$ cat config.mk
export PLATFORM = sky130hd
export DESIGN_NAME = stage_mem_sram_ctrl
export DESIGN_NICKNAME = d
export VERILOG_FILES = /design/src/rtl/stage_mem_sram_ctrl.sv
export SDC_FILE = /design/constraint.sdc
export NUM_CORES = 2
export LEC_CHECK = 0
export ABC_AREA = 1
export CAP_MARGIN = 20
export CORE_ASPECT_RATIO = 1.2
export CORE_MARGIN = 8
export CORE_UTILIZATION = 50
export CTS_CLUSTER_DIAMETER = 120
export CTS_CLUSTER_SIZE = 30
export DETAILED_ROUTE_END_ITERATION = 8
export PLACE_DENSITY = 0.66
export SLEW_MARGIN = 20
export SYNTH_ARGS = -nofsm -noshare
export SYNTH_HDL_FRONTEND = slang
export SYNTH_SLANG_ARGS = --single-unit
$ cat constraint.sdc
create_clock -name clk -period 8.45 [get_ports clk]
set_input_delay 1.69 -clock clk [delete_from_list [all_inputs] [get_ports clk]]
set_output_delay 1.69 -clock clk [all_outputs]
set_load 0.05 [all_outputs]
$ cat src/rtl/stage_mem_sram_ctrl.sv
// Memory stage: multi-cycle SRAM model for loads/stores plus the MEM/WB pipeline register.
// ready drops while an access is in flight so the upstream stages freeze.
module stage_mem_sram_ctrl #(
   parameter int DEPTH       = 64,
   parameter int BASE_ADDR   = 1024,
   parameter int WAIT_CYCLES = 4
) (
   input  logic        clk,
   input  logic        rst,
   input  logic        wbEnIn,
   input  logic        memREnIn,
   input  logic        memWEnIn,
   input  logic [31:0] aluResIn,
   input  logic [31:0] valRmIn,
   input  logic [3:0]  destIn,
   output logic        ready,
   output logic        wbEnOut,
   output logic        memREnOut,
   output logic [31:0] aluResOut,
   output logic [31:0] memDataOut,
   output logic [3:0]  destOut
);

   localparam int AW = (DEPTH > 1) ? $clog2(DEPTH) : 1;
   localparam int CW = (WAIT_CYCLES > 1) ? $clog2(WAIT_CYCLES) : 1;

   typedef enum logic [1:0] {
      IDLE = 2'd0,
      WAIT = 2'd1,
      DONE = 2'd2
   } memState_t;

   memState_t       state;
   memState_t       stateNext;
   logic [CW-1:0]   counter;
   logic [CW-1:0]   counterNext;

   logic [31:0]     mem [DEPTH];
   logic [AW-1:0]   wordIdx;
   logic            req;
   logic            storeNow;
   logic            loadNow;

   // Byte address is rebased and truncated, so addresses past the end wrap back to word 0.
   assign wordIdx  = AW'((aluResIn - 32'(BASE_ADDR)) >> 2);
   assign req      = memREnIn | memWEnIn;
   assign ready    = ~req | (state == DONE);
   assign storeNow = (state == DONE) & memWEnIn;
   assign loadNow  = (state == DONE) & memREnIn & ~memWEnIn;

   // State and wait counter; reset aborts any access before it reaches DONE.
   always_ff @(posedge clk or negedge rst) begin
      if (!rst) begin
         state   <= IDLE;
         counter <= '0;
      end else begin
         state   <= stateNext;
         counter <= counterNext;
      end
   end

   // Next-state logic: IDLE arms the counter, WAIT counts down, DONE completes in one cycle.
   always_comb begin
      stateNext   = state;
      counterNext = counter;
      case (state)
         IDLE: begin
            if (req) begin
               stateNext   = WAIT;
               counterNext = CW'(WAIT_CYCLES - 1);
            end
         end
         WAIT: begin
            if (counter == '0) begin
               stateNext = DONE;
            end else begin
               counterNext = counter - CW'(1);
            end
         end
         DONE: begin
            stateNext = IDLE;
         end
         default: begin
            stateNext   = IDLE;
            counterNext = '0;
         end
      endcase
   end

   // Data memory has no reset so its contents survive a pipeline reset.
   always_ff @(posedge clk) begin
      if (storeNow) begin
         mem[wordIdx] <= valRmIn;
      end
   end

   // MEM/WB register: advances when ready, otherwise inserts a write-back bubble and holds.
   always_ff @(posedge clk or negedge rst) begin
      if (!rst) begin
         wbEnOut    <= 1'b0;
         memREnOut  <= 1'b0;
         aluResOut  <= '0;
         memDataOut <= '0;
         destOut    <= '0;
      end else if (ready) begin
         wbEnOut   <= wbEnIn;
         memREnOut <= memREnIn;
         aluResOut <= aluResIn;
         destOut   <= destIn;
         if (loadNow) begin
            memDataOut <= mem[wordIdx];
         end
      end else begin
         wbEnOut <= 1'b0;
      end
   end

endmodule

==> flow_summary.ini <==
[synthesis]
synth_enable_flop_cells = 2048
synthTopCellsByCount = 2214 x nand2_1, 2048 x edfxtp_1, 1460 x inv_1
syn_inst = 8170
ys_warn_count = 0
yosysUniqueCellTypes = 27
synth_flop_cell = edfxtp_1
yosys_register_bits = 2122
synth_top_cell_by_area = edfxtp_1
syn_area_per_cell_um2 = 10.9
async_flop_share = 0.0349
synthTopCellsByArea = edfxtp_1 69%, nand2_1 9.3%, inv_1 6.2%
synth_top_family_by_area = simple AND/OR/NAND/NOR gates
muxShareOfSynthArea = 0
synth_fa_ha_area_frac = 0.000140
yosys.area.top_type_share = 0.690
synthXorXnorAreaFrac = 0
synth.most_common_cell = nand2_1
seq_area_frac_synth = 0.711
syn-cell-area_mm2 = 0.0891
synth-compound-area-share = 0.0392
synth_nets = 8244
yosys.area_share.simple = 0.167

[cells_and_area]
fillerInstances = 14800
multi_input_area_mm2 = 0.0189
layout-area-overhead-vs-synth_pct = 7.49
final_cell_area_mm2 = 0.0958
drive_gt1_frac = 0.0577
nets = 8251
seq_area_mm2 = 0.0634

[worst_setup_path]
worstPathMaxFanout = 45
rr_startpoint = state[0]$_DFFE_PN0P_
crit_arrival_ns = 4.06
cp.required_ns = 6.76
worst_setup_path_start_kind = input port
worstPathCellList = clkdlybuf4s50_1, nor2_1, nor2_4, buf_4, inv_1, buf_4, clkdlybuf4s50_1
critical-path-slowest-cell = clkdlybuf4s50_1
crit_buf_inv = 5
critPathTopFamily = buffers and inverters
startpoint = memWEnIn
critPathMaxStageDelay_ns = 0.87
crit_type = input port to output pin
endpoint_kind = output pin

[grt]
overflow = 0
grt_max_degree = 202
first_global_vias = 54200
grt_usage = 0.245
grt_pass1_wl_um = 354000
antenna_found_initial = 24

[hold_path]
hold_path_class = flip-flop to flip-flop
hp-start = memREnOut$_DFFE_PN0P_

[routing]
drt-initial-drc-count = 6733
firstDrtPassIters = 6
drt-total-wl_um = 242000
postRouteAntennaNets = 0
num_vias = 57100
wire_per_inst_um = 22.9
via_per_inst = 5.41
drc = 0

[sta]
slew_viol_final = 0
rsz0062_at_grt = false
timing.final.crit_share = 0.681
hold_violations = 0
slew_headroom = 0.197
setup_viol = 0
fmax_mhz = 174
tightest_slew_ns = 1.19
min_period_ns = 5.75
fin_setup_tns_ns = 0
fin_skew_ns = 0.0577

[placement]
place.detailed.hpwl_um = 141000
io_buffers = 143
gp_routability_congestion = 0.847
dpl_cell_area_mm2 = 0.0934

[clock_tree]
cts_buffers = 81
clk_latency_ns = 0.76
hold_buffers = 0
cts_resized = 0
cts_tree = built
cts_setup_buffers = 0
path_clk_slew_ns = 0.11
htreeDepth = 3
cts_root_buffer = clkbuf_16
clockBufferDepth = 3
clock_sinks = 2122

[status]
status = completed

[run]
max_cap_viol_count = 0

[floorplan]
core_area_mm2 = 0.177
initial_core_util = 0.503
die-height_um = 478
die_area_mm2 = 0.192
fp.dieW_um = 401
ioPinCount = 144
rows = 169

[power]
p_per_area_mw_per_mm2 = 199
irDropWorstVdd_mv = 0.237
power_leakage_nw = 39.2
final cells by class:
class | count | area share
Sequential cell | 2122 | 0.662
Antenna cell | 7 | 0.000183
Timing Repair Buffer | 300 | 0.0285
Inverter | 1469 | 0.0578
Clock buffer | 132 | 0.0236
Multi-Input combinational cell | 4203 | 0.197
Clock inverter | 5 | 0.000758
Tap cell | 2308 | 0.0302
worst paths after layout:
kind	end	slack, ns	depth (start not counted)
setup / recovery	ready	2.70	7
hold / removal	memREnOut$_DFFE_PN0P_	0.49	2
setup reg to reg	mem[0][12]$_DFFE_PP_	4.65	7
hold reg to reg	memREnOut$_DFFE_PN0P_	0.49	2
max in group asynchronous	aluResOut[10]$_DFFE_PN0P_	6.37	2
min in group asynchronous	aluResOut[6]$_DFFE_PN0P_	0.84	1
layer usage:
layer  track usage  routed length, um  part of all wire  vias to the layer above
met2         0.412             116000              0.48                     2630
met3        0.0422              22600             0.093                      394
met4        0.0754               7640             0.032                       10
met5             0                 62           0.00026                        -
li1              -                  -                 -                    26400
met1         0.328              95200              0.39                    27700
layout by cell type (no fill, tap or decap), types with 71 or more instances in the layout:
cell and count:
clkdlybuf4s50_1 109, nand2_1 2213, nand3_1 628, o211ai_1 282, clkbuf_16 83, or2_2 109
dfrtp_1 74, inv_1 1459, o21ai_1 71, nor2_1 595, o21ai_0 199, edfxtp_1 2048
buf_4 139
registers in the layout, indices dropped and copies added, names as in the netlist:
name and flops:
memREnOut 1, mem 2048, counter 2, destOut 4, memDataOut 32, state 2
aluResOut 32, wbEnOut 1
worst register-to-register path: stages, from the launching register on:
cell     delay, ns
dfrtp_1       0.42
nor2_1        0.27
inv_1         0.07
nor2_1        0.09
buf_4         0.23
nand3_1       0.77
nor2_4        1.14
buf_4         0.45
cells by family after synthesis:
logic type | count (synthesis)
flip-flops | 2122
adder cells (fa/ha/maj) | 1
AND/OR/NAND/NOR | 3645
AO/OA/AOI/OAI | 557
buffers and inverters | 1845
per-stage QoR:
stage          hold WS [ns]  setup slack, ns  power [mW]  cells  utilization
2_1_floorplan         0.507             2.45        13.3   8170            -
3_3_place_gp          0.458             2.52        14.3  10400        0.527
3_5_place_dp          0.466             2.40        14.3  10400        0.527
4_1_cts               0.495             2.68        19.2  10500        0.541
5_1_grt               0.514             2.52        19.6  10500        0.541
6_report              0.489             2.70        19.1  10500        0.541
power breakdown:
group | total [mW] | leakage, nW | switching, mW | internal, mW
logic | 2.19 | 18.8 | 1.60 | 0.587
clock network | 5.01 | 1.11 | 3.12 | 1.89
registers | 11.9 | 19.3 | 0.225 | 11.7
total | 19.1 | 39.2 | 4.94 | 14.1
(Power assumes the default switching activity.)
